[config.mk]
export PLATFORM = sky130hd
export DESIGN_NAME = toy_mem_arbiter
export DESIGN_NICKNAME = d
export VERILOG_FILES = /design/src/rtl/toy_mem_arbiter.sv
export SDC_FILE = /design/constraint.sdc
export NUM_CORES = 1
export LEC_CHECK = 0
export BUFFER_PORTS_ARGS = -buffer_cell sky130_fd_sc_hd__buf_2
export CORE_ASPECT_RATIO = 1.25
export CORE_MARGIN = 1.5
export CORE_UTILIZATION = 34
export DETAILED_ROUTE_END_ITERATION = 10
export PLACE_DENSITY = 0.64
export SLEW_MARGIN = 20
export SYNTH_ARGS = -nofsm -noshare
export SYNTH_HDL_FRONTEND = slang
export SYNTH_SLANG_ARGS = --single-unit
[constraint.sdc]
create_clock -name CLK -period 1.82 [get_ports CLK]
set_input_delay 0.364 -clock CLK [delete_from_list [all_inputs] [get_ports CLK]]
set_output_delay 0.364 -clock CLK [all_outputs]
set_load 0.005 [all_outputs]
[src/rtl/toy_mem_arbiter.sv]
// Two-master arbiter for the single toy memory port, using round-robin grants and a fixed read latency.
// Optional build macro TOY_ARB_LOCK_EN adds input M0_LOCK, which keeps consecutive grants with M0.
module toy_mem_arbiter #(
    parameter int MEM_LAT = 1,
    parameter int AW      = 8,
    parameter int DW      = 8
) (
    input  logic          CLK,
    input  logic          RESET,
    input  logic          M0_REQ,
    input  logic          M0_RORW,
    input  logic [AW-1:0] M0_ADDR,
    input  logic [DW-1:0] M0_WDATA,
`ifdef TOY_ARB_LOCK_EN
    input  logic          M0_LOCK,
`endif
    output logic          M0_ACK,
    input  logic          M1_REQ,
    input  logic          M1_RORW,
    input  logic [AW-1:0] M1_ADDR,
    input  logic [DW-1:0] M1_WDATA,
    output logic          M1_ACK,
    output logic [DW-1:0] RDATA,
    output logic          GNT,
    output logic [AW-1:0] ADDR,
    output logic [DW-1:0] D_OUT,
    output logic          MEM_EN,
    output logic          RORW,
    input  logic [DW-1:0] D_IN,
    output logic [1:0]    STATE
);

    // state | meaning
    // IDLE  | no transaction; arbitrate between the requests
    // ISSUE | first cycle on which the memory is enabled with the winner's address, data and direction
    // WAIT  | memory latency; the counter counts down to 1, then read data is captured
    // DONE  | bus released; the granted master's ACK pulses
    typedef enum logic [1:0] {
        IDLE  = 2'd0,
        ISSUE = 2'd1,
        WAIT  = 2'd2,
        DONE  = 2'd3
    } state_t;

    localparam logic [2:0] LAT_LOAD = 3'(MEM_LAT);

    state_t        state_q;
    logic [2:0]    cnt_q;
    logic          fav_q;
    logic          gnt_q;
    logic          mem_en_q;
    logic          rorw_q;
    logic [AW-1:0] addr_q;
    logic [DW-1:0] dout_q;
    logic [DW-1:0] rdata_q;
    logic          ack0_q;
    logic          ack1_q;
`ifdef TOY_ARB_LOCK_EN
    logic          lock_q;
`endif

    logic req_any;
    logic lock_win;
    logic win;

    always_comb begin
        req_any  = M0_REQ | M1_REQ;
        lock_win = 1'b0;
`ifdef TOY_ARB_LOCK_EN
        lock_win = lock_q & M0_REQ;
`endif
        if (lock_win)
            win = 1'b0;
        else if (M0_REQ & M1_REQ)
            win = fav_q;
        else
            win = M1_REQ;
    end

    // The bus output registers also hold the latched transaction until the memory latency runs out.
    always_ff @(posedge CLK or posedge RESET) begin
        if (RESET) begin
            state_q  <= IDLE;
            cnt_q    <= 3'd0;
            fav_q    <= 1'b0;
            gnt_q    <= 1'b0;
            mem_en_q <= 1'b0;
            rorw_q   <= 1'b1;
            addr_q   <= '0;
            dout_q   <= '0;
            rdata_q  <= '0;
            ack0_q   <= 1'b0;
            ack1_q   <= 1'b0;
`ifdef TOY_ARB_LOCK_EN
            lock_q   <= 1'b0;
`endif
        end else begin
            case (state_q)
                IDLE: begin
`ifdef TOY_ARB_LOCK_EN
                    lock_q <= 1'b0;
`endif
                    if (req_any) begin
                        gnt_q    <= win;
                        if (!lock_win)
                            fav_q <= ~win;
                        mem_en_q <= 1'b1;
                        rorw_q   <= win ? M1_RORW  : M0_RORW;
                        addr_q   <= win ? M1_ADDR  : M0_ADDR;
                        dout_q   <= win ? M1_WDATA : M0_WDATA;
                        state_q  <= ISSUE;
                    end
                end
                ISSUE: begin
                    cnt_q   <= LAT_LOAD;
                    state_q <= WAIT;
                end
                WAIT: begin
                    if (cnt_q == 3'd1) begin
                        if (rorw_q)
                            rdata_q <= D_IN;
                        mem_en_q <= 1'b0;
                        rorw_q   <= 1'b1;
                        addr_q   <= '0;
                        dout_q   <= '0;
                        ack0_q   <= ~gnt_q;
                        ack1_q   <= gnt_q;
                        state_q  <= DONE;
                    end else begin
                        cnt_q <= cnt_q - 3'd1;
                    end
                end
                DONE: begin
                    ack0_q  <= 1'b0;
                    ack1_q  <= 1'b0;
`ifdef TOY_ARB_LOCK_EN
                    lock_q  <= M0_LOCK & ~gnt_q;
`endif
                    state_q <= IDLE;
                end
                default: state_q <= IDLE;
            endcase
        end
    end

    assign M0_ACK = ack0_q;
    assign M1_ACK = ack1_q;
    assign RDATA  = rdata_q;
    assign GNT    = gnt_q;
    assign ADDR   = addr_q;
    assign D_OUT  = dout_q;
    assign MEM_EN = mem_en_q;
    assign RORW   = rorw_q;
    assign STATE  = state_q;

endmodule

==> results.txt <==
----------------------------------------------------
[Worst setup path]
  Worst Setup End Kind ... flop
  Startpoint types ... flop
  Maximum cell stage delay along the critical path ... 0.38 ns
  Crit path max fanout ... 11
  Crit. Startpoint ... STATE[1]$_DFFE_PP0P_
  Reg-to-Reg Start ... STATE[1]$_DFFE_PP0P_
  Req. time, crit path ... 1.98 ns
  CP Data Arrival Time ... 1.88 ns
  Setup Crit Path Kind ... reg2reg
  Critical-path top delay cell ... dfrtp_1
  Number of buffer and inverter stages on the critical path ... 2
  Crit-path cells ... inv_1, ha_1, nor3b_2, a21oi_2, o21ai_2, buf_12, o2bb2ai_2
  CP delay by family, top ... compound AO/OA/AOI/OAI gates

[Synthesis]
  Sequential element share of the synthesized area ... 0.4940
  Count of flip-flops with a built-in enable after synthesis ... 0
  Mapped Nets ... 185
  Area of the mapped netlist ... 1775 µm²
  Largest area contributor in the netlist ... dfrtp_1
  Average instance area after synthesis ... 13.45 µm²
  Area fraction in compound gates after synthesis ... 0.1924
  Library cell with the highest instance count after synthesis ... dfrtp_1
  Adder-Cell Fraction of Synth Area ... 0.04933
  Top FF cell, synth ... dfrtp_1
  Largest family of logic cells by synthesized area ... compound AO/OA/AOI/OAI gates
  Number of standard cells after synthesis ... 132
  Most common library cells after synthesis ... dfrtp_1, mux2i_1, mux2_2
  Number of different library cells in the post-synthesis netlist ... 31
  Post-synthesis sequential element count ... 35
  Fraction of synthesized cell area in xor and xnor cells ... 0
  Area fraction in and, or, nand and nor cells after synthesis ... 0.05144
  Synth warn ... 0
  Top cells by area, synth ... dfrtp_1, mux2i_1, o2bb2ai_2
  Async S/R FF share, synth ... 1.000
  Multiplexer share of the synthesized area ... 0.1593
  Synth top area share ... 0.4792

[Die]
  Core footprint ... 5044 µm²
  Floorplan die width ... 67.64 µm
  Overall die area ... 5667 µm²
  Starting utilization of the core area ... 0.3520
  Die Height ... 83.79 µm
  Rows ... 29
  Io pins ... 77

[Drt]
  DRC violation total after the first TritonRoute iteration ... 53
  Residual antenna-violating net count after detailed routing ... 0
  Detailed-route via count ... 1,326
  Average detailed-routed wire length per instance ... 13.37 µm
  Avg Vias per Cell ... 4.770
  Drt pass-1 iters ... 4
  DR DRC count ... 0
  Total wire length after detailed routing ... 3716 µm

[GRT]
  Via count of the first global-routing pass ... 1,274
  First-pass GRT wire length ... 5954 µm
  Global-route total usage across every layer ... 0.1422
  Pin count of the biggest net entering global routing ... 36
  Initial antenna violation count ... 0
  Total congestion overflow after global routing ... 0

[STA]
  Slew of the pin with the lowest slew margin ... 0.4415 ns
  Final hold slack ... 0.1628 ns
  Minimum clock period ... 1.715 ns
  Setup violators final ... 0
  Setup Skew ... 0.008821 ns
  Final-report hold violation count ... 0
  Post-Route Setup TNS ... 0 ns
  Number of pins exceeding their max-slew limit in the final report ... 0
  Unrepaired setup endpoints after global routing ... no
  FMAX ... 583.2 MHz
  Max-slew headroom at the worst pin ... 0.7057
  Worst-case setup margin in the final layout ... 0.1054 ns
  Share of the clock period used by the worst path after layout ... 0.9421

[Clock network]
  Clock tree root driver cell ... clkbuf_8
  Latest clock arrival within the worst-skew pair ... 0.29 ns
  Clk slew on worst S/H paths ... 0.07 ns
  Post-cts gate resize count ... 0
  CTS HTree Levels ... 2
  Number of sinks on the clock net ... 35
  CTS Buffer Depth ... 2
  Hold bufs inserted after CTS ... 0
  TritonCTS clock tree ... yes
  Inserted Clock Buffers ... 5
  Setup Fix Bufs, Post-CTS ... 0

[Finish]
  Post-layout net count ... 268
  Share of the core filled with cells in the final layout ... 0.4656
  Inserted Diodes ... 0
  Final non-filler cell area ... 2349 µm²
  Share of final-layout standard cells stronger than drive strength 1 ... 0.5417
  Synth-to-layout area growth ... 32.28%

[Status]
  Status ... complete, no violations

[Power]
  Leakage power total ... 0.001224 µW
  Power density of the placed cells ... 1632 nW/µm²
  Worst vdd ir ... 0.6273 mV

[Run]
  Max-cap viol count ... 0

[Placed design]
  Number of buffers added on ports ... 76
  Routability congestion estimate ... 0.6980
  HPWL reported at the end of detailed placement ... 2872 µm
  Pre-CTS worst setup slack ... 0.09243 ns
  Placed cell area ... 2242 µm²

[Hold path]
  Type of the most critical hold path ... in2async

----------------------------------------------------
-- where the power goes --
part | leakage, µW | total, µW | internal [µW] | switching (µW)
logic | 0.000733 | 1820 | 953 | 871
registers | 0.000438 | 1330 | 1120 | 213
clock network | 0.0000524 | 679 | 410 | 270
total | 0.00122 | 3830 | 2480 | 1350
-- worst min-delay path, stage by stage --
cell and delay [ns]:
buf_2 0.09, inv_1 0.04, buf_4 0.38
-- per-stage QoR --
step	instances	power, µW
detailed placement	270	3209
global placement	270	3169
global route	278	4133
finish	278	3832
CTS	278	3907
floorplan	132	2607
-- layout make-up --
class	count	area [µm²]
repair buffers	82	450.4
flip-flops and latches	35	877.1
clock buffers	7	76.32
fillers	486	2695
well taps	62	77.57
inverters	8	30.03
clock inverters	1	30.03
multi-input cells	83	807.0
-- final timing paths --
| path | end | slack, ns | cells after the start |
|---|---|---|---|
| max | ADDR[2]$_DFFE_PP0P_ | 0.11 | 7 |
| min | RDATA[7]$_DFFE_PP0P_ | 0.16 | 3 |
| max reg2reg | ADDR[2]$_DFFE_PP0P_ | 0.11 | 7 |
| min reg2reg | D_OUT[4]$_DFFE_PP0P_ | 0.49 | 1 |
| max in group asynchronous | RORW$_DFFE_PP1P_ | 1.32 | 3 |
| min in group CLK | RDATA[2]$_DFFE_PP0P_ | 0.30 | 2 |
-- state kept, by name (all words and copies together), names as in the netlist --
| register | count |
|---|---|
| MEM_EN | 1 |
| RORW | 1 |
| cnt_q | 3 |
| M0_ACK | 1 |
| M1_ACK | 1 |
| fav_q | 1 |
| D_OUT | 8 |
| STATE | 2 |
| GNT | 1 |
| ADDR | 8 |
| RDATA | 8 |
-- layer usage --
metal / global-route usage / part of all wire / vias to the layer above
li1: - / - / 646
met1: 0.1705 / 0.41 / 637
met2: 0.2326 / 0.50 / 38
met3: 0.04318 / 0.067 / 5
met4: 0.05566 / 0.017 / 0
met5: 0 / 0 / -
-- cell families (layout without fill, tap and decap cells) --
group                      count (synthesis)  in the layout
buffers and inverters                     14             98
and+or+nand+nor                           15             15
DFF                                       35             35
adders and majority gates                  7              7
AOI/OAI and AO/OA                         34             34
muxes                                     27             27
-- cell usage in the layout (no fill, tap or decap), types with 2 or more instances in the layout --
cell       instances
mux2i_1           17
buf_12             2
dfrtp_1           34
o2bb2ai_1          6
clkbuf_8           5
nor2_1             4
o2bb2ai_2          9
o21ai_2            2
buf_2             76
o21ai_0            6
ha_1               7
a22o_1             3
inv_1              7
nand2_1            6
buf_4              4
mux2_2            10
clkbuf_1           2
No activity file was read; power rests on OpenSTA's default activity.
